==> config.mk <==
export PLATFORM = sky130hd
export DESIGN_NAME = playback_scheduler
export DESIGN_NICKNAME = d
export VERILOG_FILES = /design/src/rtl/playback_scheduler.sv
export SDC_FILE = /design/constraint.sdc
export NUM_CORES = 1
export LEC_CHECK = 0
export ABC_AREA = 1
export CAP_MARGIN = 10
export CORE_MARGIN = 1
export CORE_UTILIZATION = 38
export CTS_CLUSTER_SIZE = 40
export DETAILED_ROUTE_END_ITERATION = 8
export GPL_ROUTABILITY_DRIVEN = 0
export PLACE_DENSITY = 0.69
export SETUP_SLACK_MARGIN = 0.5
export SKIP_LAST_GASP = 1
export SYNTH_ARGS = -nofsm -noshare
export SYNTH_HDL_FRONTEND = slang
export SYNTH_SLANG_ARGS = --single-unit
export TNS_END_PERCENT = 10
==> constraint.sdc <==
create_clock -name clk -period 2.8 [get_ports clk]
set_input_delay 0.56 -clock clk [delete_from_list [all_inputs] [get_ports clk]]
set_output_delay 0.56 -clock clk [all_outputs]
set_load 0.02 [all_outputs]
==> src/rtl/playback_scheduler.sv <==
// Playback sequencer: walks note RAM, loops each note's sample segment and paces ROM reads to the codec.
// Optional PLAYBACK_LOOP_EN: wrap to the first note after the last instead of finishing.
module playback_scheduler #(
   parameter int unsigned NOTE_DEPTH   = 40,
   parameter int unsigned NOTE_W       = 6,
   parameter int unsigned IDX_W        = 6,
   parameter int unsigned ADDR_W       = 15,
   parameter int unsigned ROM_NOTE_LEN = 375,
   parameter int unsigned LOOPNUM      = 461
) (
   input  logic              clk,
   input  logic              reset,
   input  logic              play,
   input  logic              stop,
   input  logic [IDX_W-1:0]  i_note,
   input  logic              comp_we,
   input  logic [IDX_W-1:0]  comp_addr,
   input  logic [NOTE_W-1:0] comp_data,
   output logic              comp_grant,
   output logic [IDX_W-1:0]  ram_addr,
   output logic              ram_we,
   output logic [NOTE_W-1:0] ram_wdata,
   input  logic [NOTE_W-1:0] ram_rdata,
   output logic [ADDR_W-1:0] rom_address,
   input  logic              write_ready,
   output logic              write,
   output logic              busy,
   output logic              done
);

   localparam int unsigned CntW = (LOOPNUM > 1) ? $clog2(LOOPNUM) : 1;

   typedef enum logic [2:0] {StIdle, StFetch, StLoad, StPrime, StPlay} state_e;

   state_e            state_q, state_d;
   logic [IDX_W-1:0]  idx_q, n_q;
   logic [CntW-1:0]   cnt_q;
   logic [ADDR_W-1:0] rom_q, base_q;
   logic              done_q;

   logic [IDX_W-1:0]  n_start;
   logic [ADDR_W-1:0] load_base, end_addr;
   logic              seg_end, loop_end, last_note;

   // Note count is clamped to the RAM depth so a bad count cannot walk past the table
   assign n_start   = (32'(i_note) > NOTE_DEPTH) ? IDX_W'(NOTE_DEPTH) : i_note;
   assign load_base = ADDR_W'(ROM_NOTE_LEN * 32'(ram_rdata));
   assign end_addr  = base_q + ADDR_W'(ROM_NOTE_LEN - 1);
   assign seg_end   = (rom_q == end_addr);
   assign loop_end  = (cnt_q == CntW'(LOOPNUM - 1));
   assign last_note = (idx_q == n_q - IDX_W'(1));

   always_ff @(posedge clk or posedge reset) begin
      if (reset) state_q <= StIdle;
      else       state_q <= state_d;
   end

   always_comb begin
      state_d = state_q;
      unique case (state_q)
         StIdle:  if (play && !stop && i_note != '0) state_d = StFetch;
         StFetch: state_d = stop ? StIdle : StLoad;
         StLoad:  state_d = stop ? StIdle : StPrime;
         StPrime: state_d = stop ? StIdle : StPlay;
         StPlay: begin
            if (stop) begin
               state_d = StIdle;
            end else if (write_ready) begin
               if (!seg_end || !loop_end) begin
                  state_d = StPrime;
               end else if (!last_note) begin
                  state_d = StFetch;
               end else begin
`ifdef PLAYBACK_LOOP_EN
                  state_d = (n_start != '0) ? StFetch : StIdle;
`else
                  state_d = StIdle;
`endif
               end
            end
         end
         default: state_d = StIdle;
      endcase
   end

   always_comb begin
      busy        = (state_q != StIdle);
      write       = (state_q == StPlay) && write_ready && !stop;
      // The RAM port belongs to playback only while fetching
      comp_grant  = comp_we && !reset && (state_q != StFetch);
      ram_we      = comp_grant;
      ram_addr    = (state_q == StFetch) ? idx_q : comp_addr;
      ram_wdata   = comp_data;
      rom_address = rom_q;
      done        = done_q;
   end

   always_ff @(posedge clk or posedge reset) begin
      if (reset) begin
         idx_q  <= '0;
         n_q    <= '0;
         cnt_q  <= '0;
         rom_q  <= '0;
         base_q <= '0;
         done_q <= 1'b0;
      end else begin
         done_q <= 1'b0;
         unique case (state_q)
            StIdle: begin
               if (play && !stop) begin
                  if (i_note != '0) begin
                     n_q   <= n_start;
                     idx_q <= '0;
                  end else begin
                     done_q <= 1'b1;
                  end
               end
            end
            StLoad: begin
               if (!stop) begin
                  base_q <= load_base;
                  rom_q  <= load_base;
                  cnt_q  <= '0;
               end
            end
            StPlay: begin
               if (write) begin
                  if (!seg_end) begin
                     rom_q <= rom_q + ADDR_W'(1);
                  end else if (!loop_end) begin
                     cnt_q <= cnt_q + CntW'(1);
                     rom_q <= base_q;
                  end else if (!last_note) begin
                     idx_q <= idx_q + IDX_W'(1);
                  end else begin
`ifdef PLAYBACK_LOOP_EN
                     idx_q <= '0;
                     n_q   <= n_start;
`else
                     done_q <= 1'b1;
`endif
                  end
               end
            end
            default: ;
         endcase
      end
   end

endmodule

* Word-level counts from Yosys, hierarchy flattened
Index checks and enable logic that the tools add are counted.
Storage, ports and cells: register bits after elaboration 55, logic and storage cells 91, output and inout bits 32, input bits 30
Operators by class: multiply operators 1, muxes and demuxes 35, reductions and logical operators 22, equal/unequal tests 19, order comparisons 1, bitwise gates (word level) 1, $add $sub $neg 5
Operators by type and width (count):
- $mux W15 | 4
- $mux W6 | 8
- $mux W9 | 4
- $pmux W15 S2 | 1
- $ne A2 B2 Y1 const B | 9
- $pmux W9 S2 | 1
- $add A15 B1 Y15 const B | 1
- $add A15 B9 Y15 const B | 1
- $eq A15 B15 Y1 | 1
- $mul A9 B6 Y15 const A | 1
- $pmux W3 S5 | 1
- $mux W3 | 4
- $pmux W6 S2 | 1
- $add A9 B1 Y9 const B | 1
- $eq A9 B9 Y1 const B | 1
- $mux W1 | 7
- $reduce_and A7 Y1 | 1
- $add A6 B1 Y6 const B | 1
- $eq A3 B2 Y1 const B | 2
- $eq A6 B6 Y1 | 1
- $gt A6 B6 Y1 const B | 1
- $logic_and A1 B1 Y1 | 6
- $mux W2 | 3
- $ne A3 B3 Y1 const B | 2
- 16 further kinds | 21

* Depth between registers and ports, before layout
depth after elaboration 8, depth in mapped cells 20, gate-level depth less buffers 19

* Least setup slack after synthesis
OpenSTA, ideal clock, no wires.
path kind input -> register, start in ram_rdata[0], end reg rom_q[12], in the netlist rom_address[12], library setup time 0.117 ns, stages 18, setup slack -0.994 ns, buffers on the path 0, data required time 2.683 ns, arrival 3.677 ns, cell sequence inv_1 > fa_1 > inv_1 > fa_1 > inv_1 > fa_1 > inv_1 > ha_1 > nand2_1 > nor2_1 > a21oi_1 > o21ai_0 > a21oi_1 > or2_2 > nand3_1 > nand2_1 > nand2_1 > nand2_1
On the way: longest elaborated chain between the ends 3
RTL lines:
- start: declaration | line 23 | input logic [NOTE_W-1:0] ram_rdata,
- $mul A9 B6 Y15 | line 47 | assign load_base = ADDR_W'(ROM_NOTE_LEN * 32'(ram_rdata));
- $mux W15 | line 120 | if (!stop) begin
- $pmux W15 S2 | line 108 | unique case (state_q)
- end signal: assignment | line 122 | rom_q <= load_base;
- end signal: assignment | line 129 | rom_q <= rom_q + ADDR_W'(1);
- end signal: assignment | line 132 | rom_q <= base_q;
- end: declaration | line 38 | logic [ADDR_W-1:0] rom_q, base_q;
Every way passes these cells. The select of a mux whose other input is x is not followed. A chain may end at the register's enable or synchronous reset.

* Worst setup path in the final report
start in ram_rdata[3], end reg rom_q[10], in the netlist rom_address[10]
Same word-level chain as after synthesis.

==> flow_results.xml <==
<?xml version="1.0" encoding="UTF-8"?>
<metrics>
  <group name="pwr">
    <metric name="finalPower" unit="W">0.00645</metric>
    <metric name="power.share.clock" unit="">0.115</metric>
    <metric name="power.share.sequential" unit="">0.222</metric>
    <metric name="vdd_ir_drop_max" unit="uV">397</metric>
    <metric name="power_switching_share" unit="">0.491</metric>
    <metric name="p_sw" unit="W">0.00317</metric>
    <metric name="intPower" unit="W">0.00328</metric>
    <metric name="leak_pwr" unit="nW">3.47</metric>
    <metric name="power_density" unit="nW/um2">940</metric>
    <metric name="combPwrFrac" unit="">0.663</metric>
  </group>
  <group name="floorplanning">
    <metric name="floorplan.die_area" unit="um2">14800</metric>
    <metric name="chipWidth" unit="um">122</metric>
    <metric name="initial_utilization" unit="">0.391</metric>
    <metric name="core_area" unit="um2">13900</metric>
    <metric name="chipHeight" unit="um">122</metric>
    <metric name="site_rows" unit="">43</metric>
    <metric name="pin_count" unit="">62</metric>
  </group>
  <group name="critical_path">
    <metric name="critical_path.reg2reg.startpoint" unit="">base_q[1]$_DFFE_PP0P_</metric>
    <metric name="critPathMostFrequentCell" unit="">sky130_fd_sc_hd__nand2_1</metric>
    <metric name="reg2reg_depth" unit="">18</metric>
    <metric name="critPathArrivalTime" unit="ps">3580</metric>
    <metric name="critPathMaxFanout" unit="">4</metric>
    <metric name="max_stage_delay" unit="ps">540</metric>
    <metric name="worst_setup_path_start_kind" unit="">primary input</metric>
    <metric name="timing.critical_path.cells" unit="">buf_8 &gt; buf_4 &gt; ha_1 &gt; fa_1 &gt; inv_1 &gt; fa_1 &gt; inv_1 &gt; ha_4 &gt; a21oi_2 &gt; nand2_1 &gt; a21oi_2 &gt; o21ai_2 &gt; buf_4 &gt; xor2_4 &gt; nand2_1 &gt; nand2_1 &gt; nand2_1 &gt; nand2_1</metric>
    <metric name="setup.worst_path.end_class" unit="">flop</metric>
    <metric name="cp.required" unit="ps">3000</metric>
    <metric name="r2r_slack" unit="ps">220</metric>
    <metric name="worst_reg2reg_endpoint" unit="">rom_address[4]$_DFFE_PP0P_</metric>
    <metric name="critical-path-slowest-cell" unit="">sky130_fd_sc_hd__fa_1</metric>
    <metric name="setup.worst_path.class" unit="">primary input to flop</metric>
  </group>
  <group name="synth">
    <metric name="synth.largest_area_cell" unit="">sky130_fd_sc_hd__dfrtp_1</metric>
    <metric name="synthesis.instances" unit="">777</metric>
    <metric name="synth_area_in_xor_xnor" unit="">0.0845</metric>
    <metric name="avg_synthesized_cell_area" unit="um2">7.02</metric>
    <metric name="synth_mux_area_frac" unit="">0.00207</metric>
    <metric name="syn-num-nets" unit="">855</metric>
    <metric name="synth_compound_area_frac" unit="">0.0723</metric>
    <metric name="synth_seq_cells" unit="">55</metric>
    <metric name="synth_top_area_share" unit="">0.252</metric>
    <metric name="synth_area_leaders" unit="">sky130_fd_sc_hd__dfrtp_1 (25%), sky130_fd_sc_hd__nand2_1 (16%), sky130_fd_sc_hd__ha_1 (7.6%)</metric>
    <metric name="synth_top_family_by_area" unit="">simple AND/OR/NAND/NOR gates</metric>
    <metric name="post_synth_and_or_nand_nor_area_fraction" unit="">0.351</metric>
    <metric name="post_synth_fa_ha_maj_area_fraction" unit="">0.131</metric>
    <metric name="synth.cell_area" unit="um2">5450</metric>
    <metric name="synth_cell_types" unit="">43</metric>
    <metric name="synth.yosys.warnings" unit="">0</metric>
    <metric name="seq_area_frac_synth" unit="">0.252</metric>
  </group>
  <group name="detailed_routing">
    <metric name="drc" unit="">0</metric>
    <metric name="drt-wirelength-per-cell" unit="um">13.2</metric>
    <metric name="detailroute.via_count" unit="">5158</metric>
    <metric name="ant_nets" unit="">0</metric>
    <metric name="postRouteWirelength" unit="mm">13.9</metric>
    <metric name="drt_pre_antenna_iters" unit="">4</metric>
    <metric name="initial_detailed_routing_violation_count" unit="">311</metric>
    <metric name="route.detailed.vias_per_inst" unit="">4.90</metric>
  </group>
  <group name="layout">
    <metric name="final_area" unit="um2">6860</metric>
    <metric name="finalCoreUtilization" unit="">0.493</metric>
    <metric name="fin_nets" unit="">950</metric>
    <metric name="antennaDiodeCount" unit="">0</metric>
    <metric name="drive_above_1_share" unit="">0.192</metric>
    <metric name="flow.area_growth_from_synthesis" unit="%">25.9</metric>
  </group>
  <group name="timing">
    <metric name="timing.fmax" unit="MHz">296</metric>
    <metric name="timing_worst_slew_pin_value" unit="ps">746</metric>
    <metric name="slew-limit-headroom" unit="">0.502</metric>
    <metric name="post-route-min-period" unit="ps">3380</metric>
    <metric name="setup_total_neg_slack" unit="ps">-8470</metric>
    <metric name="rsz0062_at_grt" unit="">yes</metric>
    <metric name="postLayoutSetupSlackWorst" unit="ps">-584</metric>
    <metric name="timing.final.setup_violations" unit="">20</metric>
    <metric name="final-hold-violation-count" unit="">0</metric>
    <metric name="finClkSkew" unit="ps">6.77</metric>
    <metric name="timing.final.max_slew_violations" unit="">0</metric>
    <metric name="post-route-period-util" unit="">1.21</metric>
  </group>
  <group name="clock_network">
    <metric name="cts_made_buffers" unit="">5</metric>
    <metric name="clock_latency_at_the_later_pin_of_the_worst_skew_pair" unit="ps">310</metric>
    <metric name="cts-root-buf" unit="">sky130_fd_sc_hd__clkbuf_16</metric>
    <metric name="cts.htree.levels" unit="">2</metric>
    <metric name="tritoncts" unit="">yes</metric>
    <metric name="clock_path_buffers" unit="">2</metric>
    <metric name="cts_sinks" unit="">55</metric>
    <metric name="clk_pin_slew" unit="ps">80</metric>
  </group>
  <group name="place">
    <metric name="cell_area_reported_after_detailed_placement" unit="um2">6500</metric>
    <metric name="detailedPlacementHpwl" unit="mm">10.4</metric>
    <metric name="buffer_ports.inserted" unit="">49</metric>
  </group>
  <group name="global_route">
    <metric name="grt_first_pass_wirelength" unit="mm">23.7</metric>
    <metric name="grt_max_degree" unit="">56</metric>
    <metric name="global_route.overflow_total" unit="">0</metric>
    <metric name="grt_resource_usage_total" unit="">0.201</metric>
    <metric name="antenna_found_initial" unit="">0</metric>
    <metric name="first_global_vias" unit="">5051</metric>
  </group>
  <group name="min_path">
    <metric name="min-delay-path-class" unit="">flop to flop</metric>
    <metric name="timing.hold.worst.start" unit="">idx_q[5]$_DFFE_PP0P_</metric>
    <metric name="min_path_cells" unit="">2</metric>
    <metric name="timing.hold.worst_endpoint" unit="">idx_q[5]$_DFFE_PP0P_</metric>
  </group>
  <group name="status">
    <metric name="violations" unit="">negative setup slack</metric>
    <metric name="run_status" unit="">finished, violations left</metric>
  </group>
  <group name="flow_run">
    <metric name="timing.max_cap.violations" unit="">0</metric>
  </group>
</metrics>
[flip-flops by register name (all words and copies together) (netlist names)]
register / cells
state_q: 3
rom_address: 15
n_q: 6
base_q: 15
done: 1
cnt_q: 9
idx_q: 6
[through the flow]
stage          cells  setup slack, ps  hold slack [ps]
3_5_place_dp    1038            -1440              519
6_report        1053             -584              534
4_1_cts         1051             -597              536
5_1_grt         1053             -742              569
2_1_floorplan    777             -736              483
3_3_place_gp    1038            -1390              505
[power groups by stage]
stage	Sequential [W]	Clock, W	Combinational, W
after floorplan	0.00143	0	0.00279
after global routing	0.00147	0.000791	0.00480
after CTS	0.00142	0.000757	0.00418
after detailed placement	0.00144	0	0.00403
final	0.00143	0.000745	0.00428
after global placement	0.00143	0	0.00397
[worst max-delay path by stage]
stage	start	endpoint	slack, ps	cells after the start
floorplan	ram_rdata[5]	rom_address[12]$_DFFE_PP0P_	-740	18
global placement	ram_rdata[0]	rom_address[10]$_DFFE_PP0P_	-1390	19
detailed placement	ram_rdata[0]	rom_address[10]$_DFFE_PP0P_	-1440	19
CTS	ram_rdata[3]	rom_address[12]$_DFFE_PP0P_	-600	19
global route	ram_rdata[0]	rom_address[11]$_DFFE_PP0P_	-740	19
finish	ram_rdata[3]	rom_address[10]$_DFFE_PP0P_	-580	18
[critical path, delay by kind of cell]
| kind | cells | cell delay, ps |
|---|---|---|
| AOI/OAI and AO/OA | 3 | 390 |
| and+or+nand+nor | 5 | 280 |
| adders and majority gates | 4 | 1660 |
| xor gates and xnor gates | 1 | 180 |
| buffers and inverters | 5 | 520 |
[final cells by class]
| class | count | area, um2 |
|---|---|---|
| Sequential cell | 55 | 1380 |
| Tap cell | 180 | 225 |
| Multi-Input combinational cell | 581 | 3680 |
| Clock inverter | 3 | 46.3 |
| Timing Repair Buffer | 111 | 958 |
| Clock buffer | 5 | 125 |
| Inverter | 118 | 455 |
| Fill cell | 1341 | 7070 |
[cell usage after synthesis, drive strengths merged]
cell type	count
nor2	53
dfrtp	55
xnor2	16
nor3	8
a21o	2
a21oi	14
a31o	1
or2	9
nand2	237
o31ai	1
a22oi	1
xor2	34
buf	13
inv	118
nor4	2
nand3	76
fa	15
xnor3	1
nand4	24
ha	33
clkbuf	10
o21bai	3
a31oi	1
o21ai	40
or3	1
and3	1
o2111ai	1
mux2	1
nand3b	5
o22ai	1
[kinds of logic after synthesis]
logic type / count (synthesis)
flops: 55
simple gates: 416
compound gates: 65
xor+xnor: 51
mux: 1
buf+inv: 141
fa+ha+maj: 48
[repair_timing]
action / 4_1_cts / 5_1_grt
hold buffers: 0 / 0
endpoints found under the setup margin: 52 / 53
pin swaps: 19 / 13
resized for setup: 53 / 14
buffers inserted: 5 / 2
[metal layers]
metal / global-route usage / routed length (um) / vias up
met5: 0 / 0 / -
met4: 0.0594 / 261 / 0
met3: 0.0318 / 499 / 19
met2: 0.361 / 6910 / 94
met1: 0.244 / 6220 / 2392
li1: - / - / 2653
[placed cells by master (no fill, tap or decap), drive strengths merged]
cell type and instances:
a21o 2, a21oi 14, a22oi 1, a31o 1
a31oi 1, and3 1, buf 68, bufinv 1
clkbuf 5, clkdlybuf4s50 43, clkinvlp 1, dfrtp 55
fa 15, ha 33, inv 119, mux2 1
nand2 237, nand3 76, nand3b 5, nand4 24
nor2 53, nor3 8, nor4 2, o2111ai 1
o21ai 40, o21bai 3, o22ai 1, o31ai 1
or2 9, or3 1, xnor2 16, xnor3 1
xor2 34
No activity file was read; power rests on OpenSTA's default activity.
